## config.mk

```make
export PLATFORM = sky130hd
export DESIGN_NAME = mips_hazard_scoreboard_flat
export DESIGN_NICKNAME = d
export VERILOG_FILES = /design/src/rtl/mips_pkg.sv /design/src/rtl/mips_hazard_scoreboard_if.sv /design/src/rtl/mips_src_match.sv /design/src/rtl/mips_hazard_scoreboard.sv /design/src/flat_wrapper.sv
export SDC_FILE = /design/constraint.sdc
export NUM_CORES = 1
export LEC_CHECK = 0
export CAP_MARGIN = 15
export CORE_MARGIN = 2
export CORE_UTILIZATION = 45
export CTS_CLUSTER_DIAMETER = 150
export DETAILED_ROUTE_END_ITERATION = 6
export HOLD_SLACK_MARGIN = 0.02
export MAX_ROUTING_LAYER = met4
export PLACE_DENSITY = 0.71
export SYNTH_ARGS = -nofsm -noshare
export SYNTH_HDL_FRONTEND = slang
export SYNTH_HIERARCHICAL = 1
export SYNTH_SLANG_ARGS = --single-unit
```

## constraint.sdc

```tcl
create_clock -name clk1 -period 3.9 [get_ports clk1]
set_input_delay 1.17 -clock clk1 [delete_from_list [all_inputs] [get_ports clk1]]
set_output_delay 1.17 -clock clk1 [all_outputs]
set_load 0.01 [all_outputs]
```

## src/rtl/mips_pkg.sv

```systemverilog
// Shared definitions for the MIPS32 pipeline hazard logic: forward-select codes and the
// in-flight destination entry tracked between EX and WB.
package mips_pkg;

  localparam int unsigned NUM_REGS = 32;
  localparam int unsigned REG_AW   = 5;

  typedef enum logic [1:0] {
    FWD_RF    = 2'd0,
    FWD_EXMEM = 2'd1,
    FWD_MEMWB = 2'd2
  } fwd_sel_e;

  typedef struct packed {
    logic              valid;
    logic [REG_AW-1:0] rd;
    logic              is_load;
  } entry_t;

endpackage

```

## src/rtl/mips_hazard_scoreboard_if.sv

```systemverilog
// ID-to-hazard-unit bundle: decoded instruction in, accept/forward decision and counters out.
interface mips_hazard_scoreboard_if #(
  parameter int unsigned REG_AW = 5,
  parameter int unsigned CNT_W  = 32
);

  logic              issue_valid;
  logic [REG_AW-1:0] issue_rs;
  logic [REG_AW-1:0] issue_rt;
  logic              issue_rs_used;
  logic              issue_rt_used;
  logic [REG_AW-1:0] issue_rd;
  logic              issue_wr;
  logic              issue_is_load;
  logic              flush;
  logic              issue_ready;
  logic [1:0]        fwd_sel_rs;
  logic [1:0]        fwd_sel_rt;
  logic [CNT_W-1:0]  stall_cnt;
  logic [CNT_W-1:0]  fwd_cnt;

  modport master (
    output issue_valid, issue_rs, issue_rt, issue_rs_used, issue_rt_used,
    output issue_rd, issue_wr, issue_is_load, flush,
    input  issue_ready, fwd_sel_rs, fwd_sel_rt, stall_cnt, fwd_cnt
  );

  modport slave (
    input  issue_valid, issue_rs, issue_rt, issue_rs_used, issue_rt_used,
    input  issue_rd, issue_wr, issue_is_load, flush,
    output issue_ready, fwd_sel_rs, fwd_sel_rt, stall_cnt, fwd_cnt
  );

endinterface

```

## src/rtl/mips_src_match.sv

```systemverilog
// Per-operand hazard decision: finds the youngest in-flight producer of one source register
// and turns its stage into a stall request or a forward select.
module mips_src_match
  import mips_pkg::*;
#(
  parameter int unsigned REG_AW     = 5,
  parameter int unsigned PIPE_DEPTH = 3,
  parameter bit          FWD_EN     = 1'b1
) (
  input  logic [REG_AW-1:0]         src,
  input  logic                      used,
  input  entry_t [PIPE_DEPTH-1:0]   ents,
  output logic                      stall,
  output fwd_sel_e                  sel
);

  logic found;

  // The WB entry is excluded: the register file writes before it reads.
  always_comb begin
    stall = 1'b0;
    sel   = FWD_RF;
    found = 1'b0;
    for (int k = 0; k < int'(PIPE_DEPTH) - 1; k++) begin
      if (!found && used && (src != '0) && ents[k].valid && (ents[k].rd == src)) begin
        found = 1'b1;
        if (!FWD_EN) begin
          stall = 1'b1;
        end else if (k == 0) begin
          if (ents[k].is_load) stall = 1'b1;
          else                 sel   = FWD_EXMEM;
        end else if (k == 1) begin
          sel = FWD_MEMWB;
        end else begin
          stall = 1'b1;
        end
      end
    end
  end

endmodule

```

## src/rtl/mips_hazard_scoreboard.sv

```systemverilog
// Issue-stage hazard unit: shifts destination entries from EX to WB and decides per issuing
// instruction whether to stall, forward, or read the register file.
module mips_hazard_scoreboard
  import mips_pkg::*;
#(
  parameter int unsigned NUM_REGS   = mips_pkg::NUM_REGS,
  parameter int unsigned REG_AW     = mips_pkg::REG_AW,
  parameter int unsigned PIPE_DEPTH = 3,
  parameter bit          FWD_EN     = 1'b1,
  parameter int unsigned CNT_W      = 32
) (
  input logic                     clk1,
  input logic                     rst,
  mips_hazard_scoreboard_if.slave bus
);

  if ((REG_AW != $clog2(NUM_REGS)) || (REG_AW != mips_pkg::REG_AW) ||
      (PIPE_DEPTH < 2) || (PIPE_DEPTH > 8)) begin : g_bad_cfg
    $error("mips_hazard_scoreboard: unsupported NUM_REGS/REG_AW/PIPE_DEPTH");
  end

  entry_t [PIPE_DEPTH-1:0] e_q;
  logic                    stall_rs, stall_rt;
  fwd_sel_e                sel_rs, sel_rt;
  logic                    ready, accept, fwd_any, stall_evt;
  logic [CNT_W-1:0]        stall_cnt_q, fwd_cnt_q;

  mips_src_match #(
    .REG_AW    (REG_AW),
    .PIPE_DEPTH(PIPE_DEPTH),
    .FWD_EN    (FWD_EN)
  ) u_match_rs (
    .src  (bus.issue_rs),
    .used (bus.issue_rs_used),
    .ents (e_q),
    .stall(stall_rs),
    .sel  (sel_rs)
  );

  mips_src_match #(
    .REG_AW    (REG_AW),
    .PIPE_DEPTH(PIPE_DEPTH),
    .FWD_EN    (FWD_EN)
  ) u_match_rt (
    .src  (bus.issue_rt),
    .used (bus.issue_rt_used),
    .ents (e_q),
    .stall(stall_rt),
    .sel  (sel_rt)
  );

  assign ready     = ~bus.flush & ~stall_rs & ~stall_rt;
  assign accept    = bus.issue_valid & ready & bus.issue_wr & (bus.issue_rd != '0);
  assign fwd_any   = (sel_rs != FWD_RF) | (sel_rt != FWD_RF);
  assign stall_evt = bus.issue_valid & ~ready & ~bus.flush;

  assign bus.issue_ready = ready;
  assign bus.fwd_sel_rs  = ready ? sel_rs : FWD_RF;
  assign bus.fwd_sel_rt  = ready ? sel_rt : FWD_RF;
  assign bus.stall_cnt   = stall_cnt_q;
  assign bus.fwd_cnt     = fwd_cnt_q;

  always_ff @(posedge clk1 or posedge rst) begin
    if (rst) begin
      e_q         <= '0;
      stall_cnt_q <= '0;
      fwd_cnt_q   <= '0;
    end else begin
      e_q[0].valid   <= accept;
      e_q[0].rd      <= accept ? bus.issue_rd : '0;
      e_q[0].is_load <= accept & bus.issue_is_load;
      for (int k = 1; k < int'(PIPE_DEPTH); k++) begin
        e_q[k] <= e_q[k-1];
        // A taken branch kills the instruction leaving EX.
        if ((k == 1) && bus.flush) e_q[k].valid <= 1'b0;
      end
      if (stall_evt && !(&stall_cnt_q)) stall_cnt_q <= stall_cnt_q + CNT_W'(1);
      if (bus.issue_valid && ready && fwd_any && !(&fwd_cnt_q)) begin
        fwd_cnt_q <= fwd_cnt_q + CNT_W'(1);
      end
    end
  end

endmodule
```

## src/flat_wrapper.sv

```systemverilog
// flat-port wrapper written by rule: the top's interface ports become plain ports
module mips_hazard_scoreboard_flat import mips_pkg::*;
#(
  parameter int unsigned NUM_REGS   = mips_pkg::NUM_REGS,
  parameter int unsigned REG_AW     = mips_pkg::REG_AW,
  parameter int unsigned PIPE_DEPTH = 3,
  parameter bit          FWD_EN     = 1'b1,
  parameter int unsigned CNT_W      = 32
)
  (clk1, rst, bus_issue_valid, bus_issue_rs, bus_issue_rt, bus_issue_rs_used, bus_issue_rt_used, bus_issue_rd, bus_issue_wr, bus_issue_is_load, bus_flush, bus_issue_ready, bus_fwd_sel_rs, bus_fwd_sel_rt, bus_stall_cnt, bus_fwd_cnt);
  mips_hazard_scoreboard_if #(.REG_AW(REG_AW), .CNT_W(CNT_W)) bus_i ();
  input logic clk1;
  input logic rst;
  input wire logic [$bits(bus_i.issue_valid)-1:0] bus_issue_valid;
  input wire logic [$bits(bus_i.issue_rs)-1:0] bus_issue_rs;
  input wire logic [$bits(bus_i.issue_rt)-1:0] bus_issue_rt;
  input wire logic [$bits(bus_i.issue_rs_used)-1:0] bus_issue_rs_used;
  input wire logic [$bits(bus_i.issue_rt_used)-1:0] bus_issue_rt_used;
  input wire logic [$bits(bus_i.issue_rd)-1:0] bus_issue_rd;
  input wire logic [$bits(bus_i.issue_wr)-1:0] bus_issue_wr;
  input wire logic [$bits(bus_i.issue_is_load)-1:0] bus_issue_is_load;
  input wire logic [$bits(bus_i.flush)-1:0] bus_flush;
  output wire logic [$bits(bus_i.issue_ready)-1:0] bus_issue_ready;
  output wire logic [$bits(bus_i.fwd_sel_rs)-1:0] bus_fwd_sel_rs;
  output wire logic [$bits(bus_i.fwd_sel_rt)-1:0] bus_fwd_sel_rt;
  output wire logic [$bits(bus_i.stall_cnt)-1:0] bus_stall_cnt;
  output wire logic [$bits(bus_i.fwd_cnt)-1:0] bus_fwd_cnt;
  assign bus_i.issue_valid = bus_issue_valid;
  assign bus_i.issue_rs = bus_issue_rs;
  assign bus_i.issue_rt = bus_issue_rt;
  assign bus_i.issue_rs_used = bus_issue_rs_used;
  assign bus_i.issue_rt_used = bus_issue_rt_used;
  assign bus_i.issue_rd = bus_issue_rd;
  assign bus_i.issue_wr = bus_issue_wr;
  assign bus_i.issue_is_load = bus_issue_is_load;
  assign bus_i.flush = bus_flush;
  assign bus_issue_ready = bus_i.issue_ready;
  assign bus_fwd_sel_rs = bus_i.fwd_sel_rs;
  assign bus_fwd_sel_rt = bus_i.fwd_sel_rt;
  assign bus_stall_cnt = bus_i.stall_cnt;
  assign bus_fwd_cnt = bus_i.fwd_cnt;
  mips_hazard_scoreboard #(.NUM_REGS(NUM_REGS), .REG_AW(REG_AW), .PIPE_DEPTH(PIPE_DEPTH), .FWD_EN(FWD_EN), .CNT_W(CNT_W)) u_core (.clk1(clk1), .rst(rst), .bus(bus_i));
endmodule
```

# Word-level counts from Yosys, hierarchy flattened

Cells that the tools add are included.

Word-level logic and storage cells: 69
Bits of input ports: 23
Bits in registers: 77

Equal/unequal tests: 4
Add/sub/neg operators: 2
Bitwise gates (word level): 13
Reduce and logical (&&, ||, !) cells: 29
Mux-type cells: 14

Operators with widths:

| operator                                                        | count |
|---|---|
| 32-bit by 1-bit adder with 32-bit output, second input constant | 2 |
| 32-bit AND reduction                                            | 2 |
| 5-bit == test                                                   | 4 |
| 1-bit logical AND                                               | 18 |
| 5-bit nonzero test                                              | 3 |
| 2-bit 2-to-1 mux                                                | 5 |
| 1-bit AND                                                       | 8 |
| 1-bit 2-to-1 mux                                                | 8 |
| 5-bit 2-to-1 mux                                                | 1 |
| 1-bit zero test                                                 | 4 |
| 1-bit NOT                                                       | 4 |
| 2-bit nonzero test                                              | 2 |
| 1-bit OR                                                        | 1 |

# Depth between registers and ports, before layout

Gate-level depths: netlist (run 1).

Word-level depth: 15
Mapped depth: 9
Gate-level depth less buffers: 9

# Modules after synthesis

The synthesis (run 1) kept the hierarchy.

Modules (own cells, without submodules):

| module                 | area an instance (µm²) | seq. area each (µm²) | times used | cells an instance |
|---|---|---|---|---|
| mips_hazard_scoreboard | 3834.9                 | 2127.0               | 1          | 339 |
| mips_src_match         | 168.9                  | 0.0                  | 2          | 20 |

# Worst setup path after synthesis (run 1)

No wires, ideal clock.

Path type: input-to-output
Start point: in bus_issue_rs[1]
End point: out bus_fwd_sel_rs[0]
Cell stages on the path: 6
Data arrival time: 2.854 ns
Required time: 2.730 ns
Path slack: -0.124 ns
Path through: or4_4 > o21ai_4 > nor3_2 > and2_1 > nor3_1 > and2_1

Elaborated cells on any way between the ends: 19

RTL lines:

| item                           | RTL line                     | source |
|---|---|---|
| from (decl)                    | flat_wrapper.sv:15           | `input wire logic [$bits(bus_i.issue_rs)-1:0] bus_issue_rs;` |
| 5-bit nonzero test             | mips_src_match.sv:25         | `if (!found && used && (src != '0) && ents[k].valid && (ents[k].rd == src)) begin` |
| 1-bit logical AND (2 in a row) | mips_src_match.sv:25         |  |
| 1-bit logical AND *            | mips_src_match.sv:25         |  |
| 1-bit 2-to-1 mux *             | mips_src_match.sv:25         |  |
| net u_core.stall_rs            | mips_hazard_scoreboard.sv:23 | `logic stall_rs, stall_rt;` |
| 1-bit NOT *                    | mips_hazard_scoreboard.sv:52 | `assign ready = ~bus.flush & ~stall_rs & ~stall_rt;` |
| 1-bit AND * (2 in a row)       | mips_hazard_scoreboard.sv:52 |  |
| net bus_issue_ready            | flat_wrapper.sv:23           | `output wire logic [$bits(bus_i.issue_ready)-1:0] bus_issue_ready;` |
| 2-bit 2-to-1 mux *             | mips_hazard_scoreboard.sv:58 | `assign bus.fwd_sel_rs = ready ? sel_rs : FWD_RF;` |
| to (decl)                      | flat_wrapper.sv:24           | `output wire logic [$bits(bus_i.fwd_sel_rs)-1:0] bus_fwd_sel_rs;` |

The timed path passes the listed nets; every way through them passes the cells marked *.

# Worst setup path in the final report (run 1)

Start point: in bus_issue_rt[3]
End point: out bus_fwd_sel_rs[0]

Cells in the longest elaborated chain, start to end: 8
Elaborated cells on any way between the ends: 9

RTL lines:

| item                           | RTL line                     | source |
|---|---|---|
| from (decl)                    | flat_wrapper.sv:16           | `input wire logic [$bits(bus_i.issue_rt)-1:0] bus_issue_rt;` |
| 5-bit nonzero test             | mips_src_match.sv:25         |  |
| 1-bit logical AND (2 in a row) | mips_src_match.sv:25         |  |
| 1-bit logical AND *            | mips_src_match.sv:25         |  |
| 1-bit 2-to-1 mux *             | mips_src_match.sv:25         |  |
| net u_core.stall_rt            | mips_hazard_scoreboard.sv:23 |  |
| 1-bit NOT *                    | mips_hazard_scoreboard.sv:52 |  |
| 1-bit AND *                    | mips_hazard_scoreboard.sv:52 |  |
| 2-bit 2-to-1 mux *             | mips_hazard_scoreboard.sv:58 |  |

Marks and branches as above.

==> impl_metrics.prom, run 1 <==
# TYPE chip_impl_metric gauge
chip_impl_metric{name="route.detailed.drc",unit=""} 0
chip_impl_metric{name="syn_avg_cell_area",unit="um^2"} 10.7
chip_impl_info{name="critical_path_start_type",value="input port"} 1
chip_impl_metric{name="grt_first_pass_wirelength",unit="um"} 15900
chip_impl_metric{name="vias_in_the_first_global_route",unit=""} 3244
chip_impl_metric{name="clkLatencyLatePin",unit="ns"} 0.34
chip_impl_metric{name="num_antenna_cells",unit=""} 0
chip_impl_metric{name="ff2ff_setup_slack",unit="ns"} 1.01
chip_impl_metric{name="hold-worst-slack",unit="ns"} 0.455
chip_impl_metric{name="detail_route.vias_per_cell",unit=""} 5.34
chip_impl_metric{name="synthToLayoutAreaGrowth",unit="%"} 39.6
chip_impl_metric{name="ctsHtreeMaxLevel",unit=""} 3
chip_impl_metric{name="power.net_switching",unit="mW"} 0.326
chip_impl_info{name="crit-reg2reg-capture",value="u_core/bus.fwd_cnt[20]"} 1
chip_impl_metric{name="timing.critical_path.slowest_cell_delay",unit="ns"} 0.54
chip_impl_metric{name="drive_above_1_share",unit=""} 0.184
chip_impl_metric{name="final_net_count",unit=""} 533
chip_impl_metric{name="cts-buffers-inserted",unit=""} 9
chip_impl_metric{name="die_height",unit="um"} 98.0
chip_impl_metric{name="combPwrFrac",unit=""} 0.063
chip_impl_info{name="tritoncts",value="built"} 1
chip_impl_metric{name="p_sw_frac",unit=""} 0.212
chip_impl_metric{name="critical_path_depth",unit=""} 10
chip_impl_metric{name="dr_total_vias",unit=""} 3312
chip_impl_metric{name="final_max_slew_viol_count",unit=""} 0
chip_impl_metric{name="dieWidth",unit="um"} 98.0
chip_impl_metric{name="cell_internal_pwr",unit="mW"} 1.21
chip_impl_metric{name="firstDrtPassIters",unit=""} 4
chip_impl_info{name="timing.setup.critical_path_class",value="input port to output pin"} 1
chip_impl_metric{name="pin_count_of_the_biggest_net_entering_global_routing",unit=""} 37
chip_impl_metric{name="grtUsageTotal",unit=""} 0.210
chip_impl_info{name="critical_path_cell_by_cell",value="buf_6 > or4_4 > o21ai_4 > nor3_4 > and2_4 > nor3_4 > buf_6 > buf_6 > and2_4 > buf_6"} 1
chip_impl_info{name="r2r_start",value="u_core/e_q[5]"} 1
chip_impl_metric{name="die-area",unit="mm^2"} 0.00960
chip_impl_info{name="hold_path_startpoint",value="u_core/e_q[3]"} 1
chip_impl_metric{name="timing.critical_path.buf_inv",unit=""} 4
chip_impl_metric{name="globalRouteOverflowTotal",unit=""} 0
chip_impl_metric{name="yosysWarningCount",unit=""} 6
chip_impl_metric{name="initial_core_utilization",unit=""} 0.460
chip_impl_metric{name="hpwl",unit="um"} 6720
chip_impl_info{name="run_status",value="finished with violations"} 1
chip_impl_info{name="timing.critical_path.from",value="bus_issue_rt[3]"} 1
chip_impl_metric{name="mappedNetlistNets",unit=""} 396
chip_impl_metric{name="synthCells",unit=""} 371
chip_impl_metric{name="seq_power_share",unit=""} 0.526
chip_impl_metric{name="power.leakage",unit="nW"} 2.49
chip_impl_metric{name="peakVddDrop",unit="V"} 0.000164
chip_impl_info{name="cell_at_the_root_of_the_clock_tree",value="clkbuf_8"} 1
chip_impl_metric{name="maxClockFrequency",unit="GHz"} 0.251
chip_impl_info{name="path_delay_family",value="simple AND/OR/NAND/NOR gates"} 1
chip_impl_metric{name="crit_required",unit="ns"} 2.73
chip_impl_metric{name="antenna_found_initial",unit=""} 0
chip_impl_info{name="critPathSlowestCell",value="or4_4"} 1
chip_impl_metric{name="place_congestion",unit=""} 0.828
chip_impl_info{name="failed_checks",value="negative setup slack"} 1
chip_impl_metric{name="number_of_top_level_design_ports",unit=""} 92
chip_impl_metric{name="postCtsHoldBufs",unit=""} 0
chip_impl_metric{name="total_power",unit="mW"} 1.54
chip_impl_metric{name="dpl_worst_slack",unit="ns"} -0.757
chip_impl_info{name="rsz0062_at_grt",value="true"} 1
chip_impl_metric{name="core_area",unit="mm^2"} 0.00864
chip_impl_metric{name="largest_buffer_count_on_any_clock_path",unit=""} 2
chip_impl_metric{name="clock-skew-final",unit="ns"} 0.0116
chip_impl_metric{name="max-cap-violations",unit=""} 0
chip_impl_metric{name="timing.critical_path.fanout_max",unit=""} 3
chip_impl_metric{name="numPortBuffers",unit=""} 91
chip_impl_metric{name="final.period_utilization",unit=""} 1.02
chip_impl_metric{name="detail_route.iter0.violations",unit=""} 93
chip_impl_info{name="crit_path_capture_type",value="output pin"} 1
chip_impl_metric{name="crit_arrival",unit="ns"} 2.82
chip_impl_metric{name="setup_viol",unit=""} 4
chip_impl_metric{name="cell_depth_of_the_worst_flop_to_flop_path",unit=""} 11
chip_impl_info{name="crit_path_frequent_cell",value="buf_6"} 1
chip_impl_metric{name="p_per_area",unit="mW/mm^2"} 277
chip_impl_metric{name="setup-tns-final",unit="ns"} -0.191
chip_impl_metric{name="cts.sinks",unit=""} 77
chip_impl_metric{name="clock_power_share",unit=""} 0.411
chip_impl_metric{name="floorplan.rows",unit=""} 34
chip_impl_metric{name="max-slew-margin-rel",unit=""} 0.524
chip_impl_metric{name="final_period_minus_worst_setup_slack",unit="ns"} 3.99
chip_impl_metric{name="post_cts_clock_slew_at_the_launch_and_capture_registers_of_the_worst_setup_and_hold_paths",unit="ns"} 0.07
chip_impl_info{name="setup.worst_path.end",value="bus_fwd_sel_rs[0]"} 1
chip_impl_metric{name="post-route-worst-setup-slack",unit="ns"} -0.0908
chip_impl_metric{name="antenna_violating_nets_post_route",unit=""} 0
chip_impl_metric{name="detail_route.wl_per_cell",unit="um"} 15.1
chip_impl_metric{name="netlist_area",unit="mm^2"} 0.00397
chip_impl_metric{name="hold_viol_final",unit=""} 0
chip_impl_info{name="hold_path.class",value="flop to flop"} 1
chip_impl_metric{name="routed_wire_length",unit="um"} 9390
chip_impl_metric{name="tightest_slew",unit="ns"} 0.709
## area by class of cell
class / instances / area (um^2)
Clock buffer: 11 / 131
Clock inverter: 4 / 73.8
Fill cell: 700 / 3090
Inverter: 6 / 22.5
Multi-Input combinational cell: 283 / 2050
Sequential cell: 77 / 1930
Tap cell: 108 / 135
Timing Repair Buffer: 131 / 1200
## layout by cell type, fill, tap and decap left out, drive strengths merged, types with 2 or more instances in the layout
| cell type | count |
|---|---|
| mux2 | 2 |
| bufinv | 2 |
| nand2 | 23 |
| clkinv | 2 |
| nand3 | 29 |
| nor2 | 19 |
| xnor2 | 44 |
| and4 | 8 |
| nand2b | 2 |
| a2111oi | 3 |
| nand4 | 28 |
| nor4 | 16 |
| and3 | 14 |
| xor2 | 37 |
| o21ai | 2 |
| dlygate4sd2 | 2 |
| and2 | 17 |
| buf | 52 |
| dfrtp | 77 |
| clkdlybuf4s50 | 76 |
| nor3 | 20 |
| clkbuf | 11 |
| ha | 2 |
| inv | 6 |
| or4 | 6 |
## stage by stage
step	instance area [um^2]	util	std cells
4_1_cts	5510	0.637	618
5_1_grt	5550	0.642	620
2_1_floorplan	3980	-	371
3_5_place_dp	5220	0.604	594
6_report	5550	0.642	620
3_3_place_gp	5220	0.604	594
## power groups by stage
stage / registers [mW] / clock network (mW) / logic (mW)
2_1_floorplan: 0.823 / 0 / 0.0370
3_3_place_gp: 0.823 / 0 / 0.0880
3_5_place_dp: 0.824 / 0 / 0.0887
4_1_cts: 0.808 / 0.651 / 0.0939
5_1_grt: 0.809 / 0.686 / 0.106
6_report: 0.808 / 0.632 / 0.0968
## registers in the layout, indices dropped and copies added, names as in the netlist
name / flops
u_core/e_q: 13
u_core/bus.fwd_cnt: 32
u_core/bus.stall_cnt: 32
## worst min path at each step
stage	end	slack, ns	depth (start not counted)
floorplan	u_core/e_q[12]	0.41	0
global placement	u_core/e_q[10]	0.42	0
detailed placement	u_core/e_q[9]	0.44	0
CTS	u_core/e_q[10]	0.45	0
global route	u_core/e_q[10]	0.47	0
finish	u_core/e_q[10]	0.45	0
## metal layers
metal / up-vias / wire [um] / GRT usage
met5: - / 0 / -
met4: 0 / 119 / 0.0662
met3: 13 / 337 / 0.0358
met2: 77 / 4550 / 0.328
met1: 1605 / 4390 / 0.281
li1: 1617 / - / -
## what timing repair did
item / CTS / global route
buffers inserted: 9 / 3
gates resized for setup: 66 / 7
pin swaps: 11 / 6
endpoints found under the setup margin: 5 / 5
(Power assumes the default switching activity.)
==> inputs of run 2 (changes only) <==
--- a/config.mk
+++ b/config.mk
@@ -13,7 +13,6 @@
 export HOLD_SLACK_MARGIN = 0.02
 export MAX_ROUTING_LAYER = met4
-export PLACE_DENSITY = 0.71
+export PLACE_DENSITY = 0.73
 export SYNTH_ARGS = -nofsm -noshare
 export SYNTH_HDL_FRONTEND = slang
-export SYNTH_HIERARCHICAL = 1
 export SYNTH_SLANG_ARGS = --single-unit
==> constraint.sdc (replaced) <==
create_clock -name clk1 -period 3.9 [get_ports clk1]
set_input_delay 1.17 -clock clk1 [delete_from_list [all_inputs] [get_ports clk1]]
set_output_delay 1.17 -clock clk1 [all_outputs]
set_load 0.05 [all_outputs]
==> impl_metrics.prom, run 2 <==
# TYPE chip_impl_metric gauge
chip_impl_metric{name="largest_buffer_count_on_any_clock_path",unit=""} 2
chip_impl_metric{name="muxShareOfSynthArea",unit=""} 0.00598
chip_impl_metric{name="number_of_top_level_design_ports",unit=""} 92
chip_impl_metric{name="final_max_slew_viol_count",unit=""} 0
chip_impl_metric{name="antenna_found_initial",unit=""} 0
chip_impl_metric{name="post_synth_xor_area_fraction",unit=""} 0.188
chip_impl_metric{name="detail_route.iter0.violations",unit=""} 69
chip_impl_info{name="synth_top_family_by_area",value="simple AND/OR/NAND/NOR gates"} 1
chip_impl_metric{name="globalRouteOverflowTotal",unit=""} 0
chip_impl_metric{name="clkLatencyLatePin",unit="ns"} 0.35
chip_impl_metric{name="power.leakage",unit="nW"} 2.34
chip_impl_info{name="tritoncts",value="built"} 1
chip_impl_metric{name="detail_route.vias_per_cell",unit=""} 5.23
chip_impl_metric{name="drive_above_1_share",unit=""} 0.162
chip_impl_metric{name="yosysWarningCount",unit=""} 0
chip_impl_info{name="cell_at_the_root_of_the_clock_tree",value="clkbuf_8"} 1
chip_impl_metric{name="peakVddDrop",unit="V"} 0.000195
chip_impl_info{name="run_status",value="finished with violations"} 1
chip_impl_metric{name="crit_required",unit="ns"} 2.73
chip_impl_metric{name="synth_seq_cells",unit=""} 77
chip_impl_metric{name="floorplan.rows",unit=""} 33
chip_impl_metric{name="synth_adder_area_share",unit=""} 0.00664
chip_impl_metric{name="cell_depth_of_the_worst_flop_to_flop_path",unit=""} 7
chip_impl_metric{name="synthToLayoutAreaGrowth",unit="%"} 41.4
chip_impl_metric{name="final_net_count",unit=""} 496
chip_impl_metric{name="detail_route.wl_per_cell",unit="um"} 14.5
chip_impl_info{name="rsz0062_at_grt",value="true"} 1
chip_impl_metric{name="syn_avg_cell_area",unit="um^2"} 10.8
chip_impl_metric{name="core_area",unit="mm^2"} 0.00818
chip_impl_metric{name="tightest_slew",unit="ns"} 0.654
chip_impl_metric{name="yosysTopAreaCellShare",unit=""} 0.511
chip_impl_info{name="critical_path_start_type",value="input port"} 1
chip_impl_metric{name="cts-buffers-inserted",unit=""} 9
chip_impl_metric{name="ctsHtreeMaxLevel",unit=""} 3
chip_impl_info{name="mostFrequentLayoutCells",value="dfrtp_1, clkdlybuf4s50_1, xnor2_1"} 1
chip_impl_metric{name="vias_in_the_first_global_route",unit=""} 3037
chip_impl_info{name="crit_path_capture_type",value="output pin"} 1
chip_impl_info{name="yosys-top-cells-area",value="dfrtp_1, xnor2_1, xor2_1"} 1
chip_impl_metric{name="max-cap-violations",unit=""} 0
chip_impl_info{name="r2r_start",value="u_core.bus.fwd_cnt[2]"} 1
chip_impl_metric{name="ff2ff_setup_slack",unit="ns"} 1.40
chip_impl_metric{name="place_congestion",unit=""} 0.870
chip_impl_metric{name="synth_seq_area_share",unit=""} 0.511
chip_impl_metric{name="grtUsageTotal",unit=""} 0.204
chip_impl_metric{name="synth-edff-count",unit=""} 0
chip_impl_metric{name="post-route-worst-setup-slack",unit="ns"} -0.0321
chip_impl_metric{name="post_cts_clock_slew_at_the_launch_and_capture_registers_of_the_worst_setup_and_hold_paths",unit="ns"} 0.08
chip_impl_metric{name="final_period_minus_worst_setup_slack",unit="ns"} 3.93
chip_impl_info{name="holdPathEnd",value="u_core.e_q[8]"} 1
chip_impl_metric{name="hold-worst-slack",unit="ns"} 0.458
chip_impl_metric{name="dieWidth",unit="um"} 95.5
chip_impl_metric{name="max-slew-margin-rel",unit=""} 0.563
chip_impl_metric{name="hpwl",unit="um"} 6370
chip_impl_metric{name="total_power",unit="mW"} 1.62
chip_impl_metric{name="grt_first_pass_wirelength",unit="um"} 14000
chip_impl_metric{name="fillCellCount",unit=""} 668
chip_impl_metric{name="initial_core_utilization",unit=""} 0.461
chip_impl_metric{name="routed_wire_length",unit="um"} 8450
chip_impl_metric{name="maxClockFrequency",unit="GHz"} 0.254
chip_impl_metric{name="netlist_area",unit="mm^2"} 0.00377
chip_impl_metric{name="setup-tns-final",unit="ns"} -0.0515
chip_impl_info{name="failed_checks",value="negative setup slack"} 1
chip_impl_metric{name="pin_count_of_the_biggest_net_entering_global_routing",unit=""} 36
chip_impl_metric{name="synth-compound-area-share",unit=""} 0.0169
chip_impl_metric{name="firstDrtPassIters",unit=""} 5
chip_impl_info{name="hold_path_startpoint",value="u_core.e_q[1]"} 1
chip_impl_metric{name="clock-skew-final",unit="ns"} 0.0162
chip_impl_info{name="final_common_cell",value="dfrtp_1"} 1
chip_impl_metric{name="antenna_violating_nets_post_route",unit=""} 0
chip_impl_info{name="synth.top_cells.by_count",value="dfrtp_1, xnor2_1, nand2_1, xor2_1, nand3_1"} 1
chip_impl_info{name="synthMostInstantiatedCell",value="dfrtp_1"} 1
chip_impl_metric{name="die-area",unit="mm^2"} 0.00912
chip_impl_metric{name="numPortBuffers",unit=""} 91
chip_impl_metric{name="p_per_area",unit="mW/mm^2"} 304
chip_impl_metric{name="final.period_utilization",unit=""} 1.01
chip_impl_metric{name="setup_viol",unit=""} 2
chip_impl_info{name="crit-reg2reg-capture",value="u_core.bus.fwd_cnt[31]"} 1
chip_impl_metric{name="num_antenna_cells",unit=""} 0
chip_impl_metric{name="timing.critical_path.fanout_max",unit=""} 3
chip_impl_metric{name="synthCells",unit=""} 350
chip_impl_info{name="timing.setup.critical_path_class",value="input port to output pin"} 1
chip_impl_info{name="hold_path.class",value="flop to flop"} 1
chip_impl_metric{name="dr_total_vias",unit=""} 3038
chip_impl_metric{name="cts.sinks",unit=""} 77
chip_impl_metric{name="mappedNetlistNets",unit=""} 375
chip_impl_metric{name="synth.distinct_cells",unit=""} 41
chip_impl_metric{name="hold_viol_final",unit=""} 0
chip_impl_metric{name="die_height",unit="um"} 95.5
chip_impl_info{name="synth.largest_area_cell",value="dfrtp_1"} 1
chip_impl_metric{name="number_of_instances_on_the_worst_hold_path",unit=""} 0
chip_impl_metric{name="synth-simple-area-share",unit=""} 0.256
chip_impl_metric{name="postCtsHoldBufs",unit=""} 0
chip_impl_metric{name="async_reset_ff_frac",unit=""} 1.00
chip_impl_metric{name="crit_arrival",unit="ns"} 2.76
chip_impl_metric{name="route.detailed.drc",unit=""} 0
chip_impl_info{name="ys.flop_type",value="dfrtp_1"} 1
run 2: metal layers:
| layer | part of all wire | track usage | wire, um |
|---|---|---|---|
| met1 | 0.44 | 0.251 | 3680 |
| met2 | 0.50 | 0.333 | 4230 |
| met3 | 0.061 | 0.0625 | 514 |
| met4 | 0.0037 | 0.0440 | 31 |
| met5 | 0 | - | 0 |
run 2: timing repair:
action | CTS | global route
endpoints found under the hold margin | 0 | 0
endpoints found under the setup margin | 5 | 4
cloned | 0 | 0
setup buffers | 0 | 1
pin swaps | 8 | 6
resized for setup | 32 | 4
run 2: worst max-delay path: stages:
cell and delay [ns]:
buf_6 0.09, or4_4 0.54, o21ai_4 0.17, nor3_2 0.06, o21a_2 0.25, nor4b_4 0.29
buf_12 0.18
run 2: kinds of logic (layout without fill, tap and decap cells):
kind of cell / Yosys count / count (layout)
fa+ha+maj: 2 / 2
simple gates: 169 / 169
mux: 2 / 2
buf+inv: 10 / 136
xor+xnor: 81 / 81
flops: 77 / 77
compound gates: 9 / 9
run 2: power breakdown:
part / leakage, nW / internal, mW / switching [mW]
registers: 1.06 / 0.802 / 0.00546
logic: 1.16 / 0.0478 / 0.0475
clock network: 0.114 / 0.428 / 0.291
total: 2.34 / 1.28 / 0.344
run 2: worst max path at each step:
stage	slack (ns)	cells past startpoint	start	end
final	-0.03	7	bus_issue_rt[4]	bus_fwd_sel_rs[1]
after global routing	-0.08	7	bus_issue_rt[4]	bus_fwd_sel_rs[1]
after CTS	-0.10	7	bus_issue_rs[2]	bus_fwd_sel_rs[1]
after detailed placement	-0.39	7	bus_issue_rs[1]	bus_fwd_sel_rs[1]
after global placement	-0.36	7	bus_issue_rt[1]	bus_fwd_sel_rs[1]
after floorplan	-0.14	6	bus_issue_rt[1]	bus_fwd_sel_rt[1]
run 2: area by class of cell:
cell class                 count  area (um^2)  area share
clock inverter                 5          106      0.0200
tap                          105          131      0.0247
timing repair buffer         116         1150       0.216
sequential                    77         1930       0.362
clock buffer                  11          131      0.0247
inverter                       4         15.0     0.00282
multi-input combinational    263         1860       0.350
run 2: stage by stage:
stage / instance area [um^2] / instances / setup WS [ns] / util
floorplan: 3820 / 350 / -0.139 / -
global placement: 5070 / 564 / -0.357 / 0.621
detailed placement: 5070 / 564 / -0.393 / 0.621
CTS: 5310 / 580 / -0.103 / 0.650
global route: 5330 / 581 / -0.0812 / 0.652
finish: 5330 / 581 / -0.0321 / 0.652
==> inputs of run 3 (changes only) <==
Settings changed: CORE_MARGIN 2 to unset.
==> impl_metrics.prom, run 3 (synthesized netlist as in run 2, its figures left out) <==
# TYPE chip_impl_metric gauge
chip_impl_info{name="run_status",value="finished with violations"} 1
chip_impl_info{name="failed_checks",value="negative setup slack"} 1
chip_impl_metric{name="crit_arrival",unit="ns"} 2.75
chip_impl_metric{name="hpwl",unit="um"} 6320
chip_impl_metric{name="power.leakage",unit="nW"} 2.36
chip_impl_info{name="timing.setup.critical_path_class",value="input port to output pin"} 1
chip_impl_metric{name="combPwrFrac",unit=""} 0.061
chip_impl_metric{name="detail_route.wl_per_cell",unit="um"} 14.6
chip_impl_metric{name="drive_above_1_share",unit=""} 0.179
chip_impl_metric{name="detail_route.vias_per_cell",unit=""} 5.19
chip_impl_info{name="critical_path_start_type",value="input port"} 1
chip_impl_metric{name="post_cts_clock_slew_at_the_launch_and_capture_registers_of_the_worst_setup_and_hold_paths",unit="ns"} 0.08
chip_impl_metric{name="largest_buffer_count_on_any_clock_path",unit=""} 2
chip_impl_metric{name="power.net_switching",unit="mW"} 0.370
chip_impl_metric{name="numPlacedInstances",unit=""} 565
chip_impl_metric{name="post-route-worst-setup-slack",unit="ns"} -0.0209
chip_impl_metric{name="timing.critical_path.slowest_cell_delay",unit="ns"} 0.53
chip_impl_metric{name="finalInstanceArea",unit="mm^2"} 0.00535
chip_impl_info{name="timing.critical_path.from",value="bus_issue_rs[2]"} 1
chip_impl_metric{name="ctsHtreeMaxLevel",unit=""} 3
chip_impl_metric{name="route.detailed.drc",unit=""} 0
chip_impl_metric{name="p_sw_frac",unit=""} 0.233
chip_impl_metric{name="dieWidth",unit="um"} 93.5
chip_impl_metric{name="max-cap-violations",unit=""} 0
chip_impl_info{name="path_delay_family",value="simple AND/OR/NAND/NOR gates"} 1
chip_impl_metric{name="timing.critical_path.buf_inv",unit=""} 2
chip_impl_metric{name="number_of_top_level_design_ports",unit=""} 92
chip_impl_metric{name="final.period_utilization",unit=""} 1.01
chip_impl_info{name="crit_path_capture_type",value="output pin"} 1
chip_impl_metric{name="grt_first_pass_wirelength",unit="um"} 14500
chip_impl_metric{name="clock-skew-final",unit="ns"} 0.0177
chip_impl_info{name="final_common_cell",value="dfrtp_1"} 1
chip_impl_metric{name="die-area",unit="mm^2"} 0.00875
chip_impl_info{name="tritoncts",value="built"} 1
chip_impl_metric{name="die_height",unit="um"} 93.5
chip_impl_info{name="r2r_start",value="u_core.bus.fwd_cnt[2]"} 1
chip_impl_metric{name="num_antenna_cells",unit=""} 0
chip_impl_info{name="critical_path_cell_by_cell",value="buf_6 > or4_4 > o21ai_4 > nor3_2 > o21a_2 > nor4b_4 > buf_12"} 1
chip_impl_metric{name="numPortBuffers",unit=""} 91
chip_impl_metric{name="seq_power_share",unit=""} 0.509
chip_impl_metric{name="crit_required",unit="ns"} 2.73
chip_impl_metric{name="max-slew-margin-rel",unit=""} 0.427
chip_impl_metric{name="synthToLayoutAreaGrowth",unit="%"} 42.0
chip_impl_metric{name="pin_count_of_the_biggest_net_entering_global_routing",unit=""} 44
chip_impl_metric{name="floorplan.rows",unit=""} 33
chip_impl_info{name="hold_path_startpoint",value="u_core.e_q[3]"} 1
chip_impl_metric{name="core_area",unit="mm^2"} 0.00818
chip_impl_metric{name="tightest_slew",unit="ns"} 0.858
chip_impl_metric{name="final_max_slew_viol_count",unit=""} 0
chip_impl_metric{name="final_net_count",unit=""} 501
chip_impl_metric{name="grtUsageTotal",unit=""} 0.218
chip_impl_metric{name="cts-buffers-inserted",unit=""} 9
chip_impl_metric{name="initial_core_utilization",unit=""} 0.461
chip_impl_info{name="critPathSlowestCell",value="or4_4"} 1
chip_impl_metric{name="detail_route.iter0.violations",unit=""} 67
chip_impl_metric{name="fillCellCount",unit=""} 658
chip_impl_metric{name="antenna_found_initial",unit=""} 0
chip_impl_metric{name="hold_viol_final",unit=""} 0
chip_impl_metric{name="vias_in_the_first_global_route",unit=""} 3074
chip_impl_metric{name="p_per_area",unit="mW/mm^2"} 297
chip_impl_info{name="hold_path.class",value="flop to flop"} 1
chip_impl_metric{name="routed_wire_length",unit="um"} 8550
chip_impl_info{name="cell_at_the_root_of_the_clock_tree",value="clkbuf_8"} 1
chip_impl_metric{name="antenna_violating_nets_post_route",unit=""} 0
chip_impl_metric{name="setup-tns-final",unit="ns"} -0.0209
chip_impl_metric{name="clock_power_share",unit=""} 0.430
chip_impl_metric{name="dr_total_vias",unit=""} 3042
chip_impl_metric{name="cts.sinks",unit=""} 77
chip_impl_metric{name="maxClockFrequency",unit="GHz"} 0.255
chip_impl_metric{name="clkLatencyLatePin",unit="ns"} 0.36
chip_impl_info{name="rsz0062_at_grt",value="true"} 1
chip_impl_metric{name="cell_internal_pwr",unit="mW"} 1.22
chip_impl_info{name="mostFrequentLayoutCells",value="dfrtp_1, clkdlybuf4s50_1, xnor2_1"} 1
chip_impl_metric{name="post_dp_cell_area",unit="mm^2"} 0.00507
chip_impl_metric{name="peakVddDrop",unit="V"} 0.000173
chip_impl_metric{name="timing.critical_path.fanout_max",unit=""} 3
chip_impl_metric{name="setup_viol",unit=""} 1
chip_impl_metric{name="firstDrtPassIters",unit=""} 4
chip_impl_metric{name="final_period_minus_worst_setup_slack",unit="ns"} 3.92
chip_impl_metric{name="globalRouteOverflowTotal",unit=""} 0
chip_impl_metric{name="place_congestion",unit=""} 0.839
chip_impl_metric{name="finalNonFillerCells",unit=""} 586
[run 3: per-stage QoR]
step	total power, mW	hold WS, ns	setup WS, ns	util
global placement	0.918	0.437	-0.372	0.620
floorplan	0.863	0.411	-0.139	-
CTS	1.60	0.461	-0.0796	0.652
finish	1.59	0.453	-0.0209	0.654
detailed placement	0.920	0.440	-0.379	0.620
global route	1.64	0.469	-0.0964	0.654
[run 3: worst paths after layout]
| kind | to | slack (ns) | cells after the start |
|---|---|---|---|
| worst max-delay path | bus_fwd_sel_rs[1] | -0.02 | 7 |
| worst min register to register | u_core.e_q[10] | 0.45 | 0 |
| worst max register to register | u_core.bus.fwd_cnt[25] | 1.38 | 7 |
| worst min-delay path | u_core.e_q[10] | 0.45 | 0 |
| max in group asynchronous | u_core.bus.stall_cnt[25] | 1.86 | 3 |
| min in group asynchronous | u_core.bus.stall_cnt[13] | 1.32 | 2 |
[run 3: routing by layer]
layer / GRT usage / wire [um] / vias up
li1: - / - / 1467
met1: 0.270 / 3760 / 1481
met2: 0.355 / 4180 / 81
met3: 0.0423 / 464 / 13
met4: 0.0821 / 134 / 0
met5: - / 0 / -
[run 3: repair_timing]
| item | 4_1_cts | 5_1_grt |
|---|---|---|
| setup buffers | 3 | 2 |
| endpoints found under the setup margin | 5 | 3 |
| hold buffers | 0 | 0 |
| pin swaps | 11 | 4 |
| gates resized for setup | 40 | 1 |
[run 3: power by group through the flow]
stage | combinational (mW) | clock [mW] | sequential [mW]
2_1_floorplan | 0.0371 | 0 | 0.826
3_3_place_gp | 0.0945 | 0 | 0.823
3_5_place_dp | 0.0968 | 0 | 0.824
4_1_cts | 0.0978 | 0.693 | 0.808
5_1_grt | 0.106 | 0.729 | 0.809
6_report | 0.0967 | 0.682 | 0.808
[run 3: layout make-up]
class                      count  area, um^2  share of cell area
sequential                    77        1930               0.360
multi-input combinational    263        1880               0.352
timing repair buffer         121        1170               0.219
tap                          105         131              0.0246
clock buffer                  10         128              0.0239
clock inverter                 6        93.8              0.0175
inverter                       4        15.0             0.00281
==> RTL edit: new RTL, flow settings as in run 3 <==
`FWD_EN` is set to 1'b1 in 3 places; all go to 1'b0.
--- a/src/rtl/mips_src_match.sv
+++ b/src/rtl/mips_src_match.sv
@@ -7,3 +7,3 @@
   parameter int unsigned PIPE_DEPTH = 3,
-  parameter bit          FWD_EN     = 1'b1
+  parameter bit          FWD_EN     = 1'b0
 ) (
--- a/src/rtl/mips_hazard_scoreboard.sv
+++ b/src/rtl/mips_hazard_scoreboard.sv
@@ -8,3 +8,3 @@
   parameter int unsigned PIPE_DEPTH = 3,
-  parameter bit          FWD_EN     = 1'b1,
+  parameter bit          FWD_EN     = 1'b0,
   parameter int unsigned CNT_W      = 32
--- a/src/flat_wrapper.sv
+++ b/src/flat_wrapper.sv
@@ -6,3 +6,3 @@
   parameter int unsigned PIPE_DEPTH = 3,
-  parameter bit          FWD_EN     = 1'b1,
+  parameter bit          FWD_EN     = 1'b0,
   parameter int unsigned CNT_W      = 32
Check against the original RTL: not equivalent (Yosys sat finds a counterexample within 4 cycles, from zero or initial values and one cycle with rst high).
==> RTL edit against run 3 <==
First-iteration DRC count increased by 73%. Clock power is 49% lower. Via count is 36% lower. Wire length shrank 40%. Synthesized cell count fell by 26%. Sequential share of layout area is 1.8 points lower. Sequential power is 42% lower. Power down 39%. Sequential cell count shrank 33. Critical endpoint is now bus_issue_ready. Global-route usage shrank 2.8 points. Worst setup slack improved by 0.10 ns. Cell area decreased by 40%. Area after synthesis is 31% lower.
==> RTL edit: results <==
[routing]
routed_via_density = 4.982
drt_iter0_markers = 116
met3WireLength_um = 175
routedWlPerCell_um = 13.18
drt-met1-wl_um = 2334

[power_and_ir_drop]
p_leak_nw = 1.467
irDropWorstVdd_mv = 0.1712

[global_routing]
use_met2 = 0.3106
use_met3 = 0.02471
grt_pass1_wl_um = 8928

[placement]
hpwl_um = 3787
pre_cts_ws_ns = -0.1137
dpl_cell_area_mm2 = 0.003108
gp_congestion = 0.8718

[run_status]
status = complete, no violations

[yosys]
synth.area.top_cells = dfrtp_1 42%, buf_4 11%, xor2_1 8.8%
ys_seq_area_frac = 0.4239
synth_cells = 259

[clocking]
numCtsBuffers = 5
cts_resized = 4
h-tree-depth = 2
post_cts_buffers = 0

[worst_setup_path]
worstPathMaxFanout = 2
crit_arrival_ns = 2.65

[finish]
seqCellArea_mm2 = 0.001101
layoutNonFillerInstCount = 391
drive_gt1_frac = 0.08777

[timing]
fin_skew_ns = 0.005244
## RTL edit: path summary, 6_finish.rpt
path	startpoint	end	slack [ns]	cells past startpoint
hold reg to reg	u_core.e_q[1]	u_core.e_q[8]	0.45	0
setup / recovery	bus_issue_rs[3]	bus_issue_ready	0.08	6
min in group asynchronous	rst	u_core.bus.stall_cnt[31]	1.16	2
hold / removal	u_core.e_q[1]	u_core.e_q[8]	0.45	0
setup reg to reg	u_core.bus.stall_cnt[20]	u_core.bus.stall_cnt[1]	1.64	6
max in group asynchronous	rst	u_core.bus.stall_cnt[13]	2.03	3
## RTL edit: layout make-up
cell class                      count  share of cell area
Multi-Input combinational cell    200              0.4014
Sequential cell                    44              0.3423
Timing Repair Buffer               61              0.1867
Tap cell                           72             0.02800
Clock buffer                        5             0.02139
Clock inverter                      3             0.01322
Inverter                            6            0.007001
## RTL edit: logic make-up (layout without fill, tap and decap cells)
kind of cell / after synthesis / after routing / share of synthesized area
AND/OR/NAND/NOR: 106 / 106 / 0.2375
XOR/XNOR: 51 / 51 / 0.1720
buffers and inverters: 50 / 75 / 0.1325
flip-flops: 44 / 44 / 0.4239
AO/OA/AOI/OAI: 5 / 5 / 0.02360
adder cells (fa/ha/maj): 1 / 1 / 0.004816
other: 1 / 36 / 0.001444
multiplexers: 1 / 1 / 0.004335
## RTL edit: worst max-delay path, stage by stage
cell and delay [ns]:
dlygate4sd2_1 0.24, or4_1 0.52, o21a_1 0.21, a32oi_4 0.17
nor2b_4 0.20, buf_12 0.14
## RTL edit: where the power goes
| part | switching, mW | internal, mW |
|---|---|---|
| Clock | 0.156 | 0.190 |
| Combinational | 0.115 | 0.0398 |
| Sequential | 0.00504 | 0.460 |
| Total | 0.276 | 0.689 |
